<file path="src/rtl/rf_wport_arb.sv">
// Write-port arbiter and scoreboard for a 2^AW x DW register file.
// Port 0 (writeback) has default priority. Port 1 (multi-cycle unit) is
// forced through after STARVE_MAX consecutive stalled cycles. A pending-bit
// scoreboard tracks outstanding port-1 destinations and drives decode hazards.
module rf_wport_arb #(
    parameter int STARVE_MAX = 4,
    parameter int DW         = 32,
    parameter int AW         = 5
) (
    input  logic          clk,
    input  logic          clrn,
    input  logic          v0,
    output logic          rdy0,
    input  logic [AW-1:0] w0_reg,
    input  logic [DW-1:0] w0_data,
    input  logic          v1,
    output logic          rdy1,
    input  logic [AW-1:0] w1_reg,
    input  logic [DW-1:0] w1_data,
    input  logic          claim_en,
    input  logic [AW-1:0] claim_reg,
    input  logic [AW-1:0] chk_ra,
    input  logic [AW-1:0] chk_rb,
    output logic          hz_a,
    output logic          hz_b,
    output logic          claim_err,
    output logic          rf_we,
    output logic [AW-1:0] rf_rw,
    output logic [DW-1:0] rf_rd
);

    localparam int NREG = 1 << AW;
    localparam int SW   = $clog2(STARVE_MAX + 1);

    logic [SW-1:0]   starve_cnt;
    logic [NREG-1:0] pend;
    logic [NREG-1:0] pend_nxt;
    logic            force1;
    logic            xfer0;
    logic            xfer1;
    logic            claim_ok;
    logic            dup_claim;

    // Arbitration: port 0 wins by default, port 1 wins once it has starved.
    always_comb begin
        force1 = (starve_cnt == SW'(STARVE_MAX));
        rdy0   = !(force1 && v1);
        rdy1   = !v0 || force1;
        xfer0  = v0 && rdy0;
        xfer1  = v1 && rdy1;
    end

    // Scoreboard next state: a claim in the same cycle as the clearing write
    // for that register wins, since a new op is now outstanding.
    always_comb begin
        // NOTE: default every combinational output first so no latch is inferred.
        pend_nxt  = pend;
        claim_ok  = claim_en && (claim_reg != '0);
        dup_claim = claim_ok && pend[claim_reg] && !(xfer1 && (w1_reg == claim_reg));
        if (xfer1)    pend_nxt[w1_reg]    = 1'b0;
        if (claim_ok) pend_nxt[claim_reg] = 1'b1;
    end

    // Starvation counter: counts consecutive stalled cycles of port 1.
    always_ff @(posedge clk or negedge clrn) begin
        // NOTE: sequential state always uses non-blocking assignments.
        if (!clrn) begin
            starve_cnt <= '0;
        end else if (!v1 || xfer1) begin
            starve_cnt <= '0;
        end else if (starve_cnt != SW'(STARVE_MAX)) begin
            starve_cnt <= starve_cnt + 1'b1;
        end
    end

    // Output register toward the register file; r0 writes complete silently.
    always_ff @(posedge clk or negedge clrn) begin
        if (!clrn) begin
            rf_we <= 1'b0;
            rf_rw <= '0;
            rf_rd <= '0;
        end else if (xfer0) begin
            rf_we <= (w0_reg != '0);
            rf_rw <= w0_reg;
            rf_rd <= w0_data;
        end else if (xfer1) begin
            rf_we <= (w1_reg != '0);
            rf_rw <= w1_reg;
            rf_rd <= w1_data;
        end else begin
            rf_we <= 1'b0;
        end
    end

    // Pending bits and the double-claim error pulse.
    always_ff @(posedge clk or negedge clrn) begin
        // NOTE: the scoreboard is a flop vector, not a RAM, so it is reset.
        if (!clrn) begin
            pend      <= '0;
            claim_err <= 1'b0;
        end else begin
            pend      <= pend_nxt;
            claim_err <= dup_claim;
        end
    end

    // Read hazards: outstanding result, or a write still in the output register.
    always_comb begin
        hz_a = (chk_ra != '0) && (pend[chk_ra] || (rf_we && (rf_rw == chk_ra)));
        hz_b = (chk_rb != '0) && (pend[chk_rb] || (rf_we && (rf_rw == chk_rb)));
    end

endmodule

</file>
<file path="config.mk">
export PLATFORM = sky130hd
export DESIGN_NAME = rf_wport_arb
export DESIGN_NICKNAME = d
export VERILOG_FILES = /design/src/rtl/rf_wport_arb.sv
export SDC_FILE = /design/constraint.sdc
export NUM_CORES = 1
export LEC_CHECK = 0
export CELL_PAD_IN_SITES_DETAIL_PLACEMENT = 1
export CELL_PAD_IN_SITES_GLOBAL_PLACEMENT = 1
export CORE_UTILIZATION = 39
export CTS_BUF_LIST = sky130_fd_sc_hd__clkbuf_16
export CTS_CLUSTER_DIAMETER = 30
export DETAILED_ROUTE_END_ITERATION = 7
export MAX_ROUTING_LAYER = met4
export PLACE_DENSITY_LB_ADDON = 0.1
export RECOVER_POWER = 100
export SLEW_MARGIN = 15
export SYNTH_ARGS = -nofsm -noshare
export SYNTH_HDL_FRONTEND = slang
export SYNTH_SLANG_ARGS = --single-unit
</file>
<file path="constraint.sdc">
create_clock -name clk -period 4.35 [get_ports clk]
set_clock_uncertainty 0.1 [all_clocks]
set_input_delay 0.6525 -clock clk [delete_from_list [all_inputs] [get_ports clk]]
set_output_delay 0.6525 -clock clk [all_outputs]
set_load 0.05 [all_outputs]
</file>
## Yosys cells after proc, flatten, opt, wreduce, memory -nomap -nowiden

Cells that the tools add are included.

| storage, ports and cells | value |
|---|---|
| register bits after elaboration | 74 |
| input port bits | 94 |
| output and inout port bits | 43 |
| word-level logic and storage cells | 69 |

| operators by class | value |
|---|---|
| $add $sub $neg | 1 |
| $lt $le $gt $ge | 6 |
| eq/ne operators | 5 |
| muxes and demuxes | 20 |
| bitwise operators | 3 |
| reduce and logical (&&, ||, !) cells | 28 |

Operators with widths:

| operator | number |
|---|---|
| $mux W32 | 4 |
| $and A32 B32 Y32 | 1 |
| $not A32 Y32 | 1 |
| $or A32 B32 Y32 | 1 |
| $reduce_bool A5 Y1 | 5 |
| $lt A5 B6 Y1 const B | 4 |
| $bmux W1 S5 | 3 |
| $eq A5 B5 Y1 | 3 |
| $logic_and A1 B1 Y1 | 13 |
| $demux W1 S5 | 2 |
| $ge A5 B1 Y1 const B | 2 |
| $mux W5 | 2 |
| $mux W1 | 7 |
| $mux W3 | 2 |
| $logic_not A1 Y1 | 4 |
| $logic_or A1 B1 Y1 | 4 |
| $reduce_bool A2 Y1 | 2 |
| $add A3 B1 Y3 const B | 1 |
| $eq A3 B3 Y1 const B | 1 |
| $ne A3 B3 Y1 const B | 1 |

## Logic depth before layout (Yosys ltp)

| depth | value |
|---|---|
| depth in word-level cells | 9 |
| gate-level depth with buffers | 9 |
| depth with buffers taken out | 8 |

## Least setup slack after synthesis

OpenSTA, ideal clock, no wires.

| path | value |
|---|---|
| kind | input to output |
| from | in chk_rb[0] |
| to | out hz_b |
| data arrival time | 2579 ps |
| required time | 3597 ps |
| slack | 1019 ps |
| cell stages on the path | 6 |
| path buffers | 1 |
| path through | buf_6 -> xor2_1 -> nor4_1 -> and3_1 -> a211oi_1 -> o31ai_1 |

| between the ends | value |
|---|---|
| cells in the longest elaborated chain, start to end | 4 |
| elaborated cells on any way between the ends | 7 |
| classes of those cells | 1 x eq/ne; 2 x mux; 4 x reduce/logical |

RTL lines:

| element | RTL line | text |
|---|---|---|
| start: declaration | 23 | `input logic [AW-1:0] chk_rb,` |
| $bmux W1 S5 / $eq A5 B5 Y1 (equally long branches) | 110 | `hz_b = (chk_rb != '0) && (pend[chk_rb] \|\| (rf_we && (rf_rw == chk_rb)));` |
| $mux W1 (not written as such) / $logic_and A1 B1 Y1 (equally long branches) | 110 |  |
| $logic_or A1 B1 Y1 | 110 |  |
| $logic_and A1 B1 Y1 (*) | 110 |  |
| end: declaration | 25 | `output logic hz_b,` |

Mark *: on every way between the ends. The rest lies on a longest branch, timed or not. The select of a mux whose other input is x is not followed.

## Worst setup path in the final report

Ends and elaborated chain as after synthesis.

==> results <==
- In this run the mean area of a mapped cell was approximately 10 sq um.
- The clock network latency to the later pin of the worst-skew pair is between 300 and 400 ps.
- The post-route minimum period is between 3000 and 4000 ps.
- The fmax is between 200 and 300 MHz.
- The clock transition at the registers of the reported paths is approximately 50 ps.
- The clock tree from TritonCTS is done.
- The flip-flop and latch count after synthesis is 74.
- After layout, the worst path uses between 80% and 90% of the clock period.
- The floorplan die area is ~0.012 sq mm.
- The final setup violation count is 0.
- The final reports fail on max-capacitance violations, max-slew violations.
- The run finished, with violations left.
- The wire length of the first global-routing pass is about 25000 um.
- The total of cells resized after clock tree synthesis is 0.
- Final hold analysis gives a worst-case slack of a little under 400 ps.
- The floorplan has 38 rows.
- The count of pins over their slew limit came to ~120.
- The number of buffers inserted by port buffering is 136.
- The cell at the slowest stage of the critical path is sky130_fd_sc_hd__dlygate4sd3_1.
- The number of nets in the synthesized netlist is between 500 and 600.
- Once the clock tree was built, the setup fixing pass inserted 0 buffers.
- On the worst path, the slowest cell contributes a delay of 900 ps.
- CTS placed an instance of sky130_fd_sc_hd__clkbuf_16 at the clock tree root.
- During synthesis, Yosys emitted a total of 0 warnings.
- Setup repair after global routing left no endpoint under its margin.
- Detailed routing inserted a total of between 4000 and 5000 vias.
- The number of synthesized flops with an enable pin is 0.
- The initial antenna violation count came to 0.
- For this design the top-level I/O count stands at between 100 and 150.
- The via count of the first global-routing pass came to roughly 4700.
- The filler cells instantiated in the layout total 1251.
- The total clock buffers created by CTS is 9.
- The total count of hold-check failures in the final report is 0.
- The setup total negative slack is 0 ps.
- In this run, the number of DRC markers left after iteration 0 of detailed routing was ~270.
- After detailed routing, the average wire length per cell comes to about 22 um.
- The tree built by TritonCTS fans out to 74 sinks.
- The min-delay analysis places its worst path in the category flop to flop.
- The initial utilization of the core area, before any placement, comes to between 40% and 50%.
- Along the worst path, the maximum fanout reaches 10.
- The worst setup path is launched from a primary input.
- The nature of the critical path endpoint is a primary output.
- The maximum number of pins on one net before global-route repair is 75.
- The core footprint is approximately 0.011 sq mm.
- For this design the ratio of total power to cell area is between 300 and 400 mW/mm^2.
- The floorplan step set the die height to ~110 um.
- In the synthesized netlist, the number of instances is around 450.
- The post-detailed-placement half-perimeter wirelength is roughly 11000 um.
- Data on the critical path is required at its endpoint by 3600 ps.
- For this run, the register share of the synthesized area comes to about two fifths.
- Synthesis instantiated 40 different standard cells from the library.
- Leaving out fill and tap cells, the most frequent cell in the layout is sky130_fd_sc_hd__clkdlybuf4s50_1.
- The detailed-router iteration count before antenna repair is 4.
- The number of max-cap violations is 2.
- The weighted congestion at the end of routability-driven global placement is 0.862.
- The global route total overflow is 0.
- The area of all sequential standard cells is approximately 0.0019 sq mm.
- The maximum clock insertion buffer count is 2.
- Compared with the post-synthesis result, the final layout area differs by 36.6%.
- The residual antenna-violating net count after detailed routing is 0.
- The async set-reset flop share out of synthesis is 100%.
- The number of buffers inserted by hold repair at cts is 0.
- The per-cell via count in the routed design is about 6.
- IR analysis of the VDD net gives a maximum drop of between 0.15 and 0.2 mV.
- The static leakage is 2.46 nW.
- Walking the worst path, the cells encountered are dlygate4sd3_1, mux4_1, mux4_2, o21ai_1, o31ai_1, buf_4.
- The data arrival time of the worst path is 3130 ps.
- The final net count is roughly 670.
- The cell area that synthesis handed to floorplanning was approximately 0.0045 sq mm.
- The overall routed net length is between 15000 and 20000 um.
- The remaining routing DRC violations is 0.
- The overall power consumption is 0.00231 W.
- The repair_antennas step left the layout with diodes totalling 0.
- At the pin with the least slew margin, the transition time is ~2000 ps.
- The category of the critical setup timing path is primary input to primary output.
- The fraction of layout cells with a size suffix above 1 is between 10% and 20%.
- The flip-flop cell with the highest count after synthesis is sky130_fd_sc_hd__dfrtp_1.
- Summing all multi-input logic gate instances after layout gives around 0.0025 sq mm.
- The H-tree generated during clock tree synthesis spans 3 levels.
- For this run, the total global-route usage over all layers was measured as 28.7%.
- The worst pin sits at a relative slew slack of -33.6%.
- The width of the die is 110 um.
- In the layout the commonest cells are 89 x sky130_fd_sc_hd__clkdlybuf4s50_1, 78 x sky130_fd_sc_hd__nor2_1, 74 x sky130_fd_sc_hd__dfrtp_1.
## critical path, delay by kind of cell
kind,cells,cell delay (ps)
AO/OA/AOI/OAI,2,250
multiplexers,2,1140
buffers and inverters,2,1090
## per-layer routing
layer  vias to the layer above  GRT usage [%]  part of all wire [%]  routed length (um)
met3                        33           5.57                   6.7                1060
met2                       182           47.2                    50                7940
met1                      2145           34.7                    41                6490
met5                         -              -                     0                   0
met4                         0           11.4                   2.6                 410
li1                       1920              -                     -                   -
## registers in the layout (all words and copies together) (netlist names)
register / cells
pend: 32
starve_cnt: 3
claim_err: 1
rf_rd: 32
rf_rw: 5
rf_we: 1
## cells in the mapped netlist (all sizes together) (2+ instances only)
master	count	area, sq um
mux2	37	417
a221o	2	20.0
nand3	9	45.0
and2	2	12.5
o22ai	42	263
dfrtp	74	1850
nor3	2	10.0
clkbuf	17	65.1
mux2i	6	60.1
a21oi	5	25.0
a211oi	2	15.0
nor4	4	25.0
ha	2	25.0
xor2	7	61.3
buf	16	81.3
xnor2	8	70.1
o21ai	63	315
nor2	78	293
o31ai	3	22.5
and3	2	12.5
nand3b	8	60.1
nor4b	2	17.5
or3	3	18.8
inv	14	52.6
or3b	5	43.8
nand2	11	41.3
mux4	23	548
## stage by stage
step / instance area [sq um] / setup slack [ps] / std cells / util [%]
final: 6180 / 463 / 715 / 55.8
after global routing: 6180 / 281 / 715 / 55.8
after global placement: 5940 / 654 / 702 / 53.7
after CTS: 6180 / 544 / 715 / 55.8
after floorplan: 4520 / 1020 / 453 / -
after detailed placement: 5940 / 553 / 702 / 53.7
## final timing paths
check,from,to,slack [ps],cells past startpoint
worst max-delay path,chk_rb[0],hz_b,460,6
worst min-delay path,starve_cnt[0]$_DFFE_PN0P_,starve_cnt[0]$_DFFE_PN0P_,390,1
worst max register to register,starve_cnt[0]$_DFFE_PN0P_,pend[22]$_DFF_PN0_,1610,9
worst min register to register,starve_cnt[0]$_DFFE_PN0P_,starve_cnt[0]$_DFFE_PN0P_,390,1
max in group asynchronous,clrn,rf_rw[4]$_DFFE_PN0P_,2260,1
min in group asynchronous,clrn,rf_rd[14]$_DFFE_PN0P_,740,1
## power breakdown
group	internal [W]	switching [W]	total (W)
Clock	0.000368	0.000271	0.000639
Sequential	0.000798	0.000125	0.000922
Combinational	0.000339	0.000407	0.000746
## area by class of cell
cell class                 instances  share of cell area [%]
clock buffer                       9                    3.65
clock inverter                     4                   0.243
inverter                          14                   0.851
multi-input combinational        332                    40.0
sequential                        74                    30.0
tap                              140                    2.84
timing repair buffer             142                    22.5
## kinds of logic after synthesis
| logic type | count (synthesis) | synth area share, % |
|---|---|---|
| fa+ha+maj | 2 | 0.553 |
| simple gates | 128 | 13.1 |
| flops | 74 | 41.0 |
| mux | 66 | 22.7 |
| compound gates | 121 | 15.4 |
| xor+xnor | 15 | 2.91 |
| buf+inv | 47 | 4.40 |
Power figures use the tool's default switching activity.
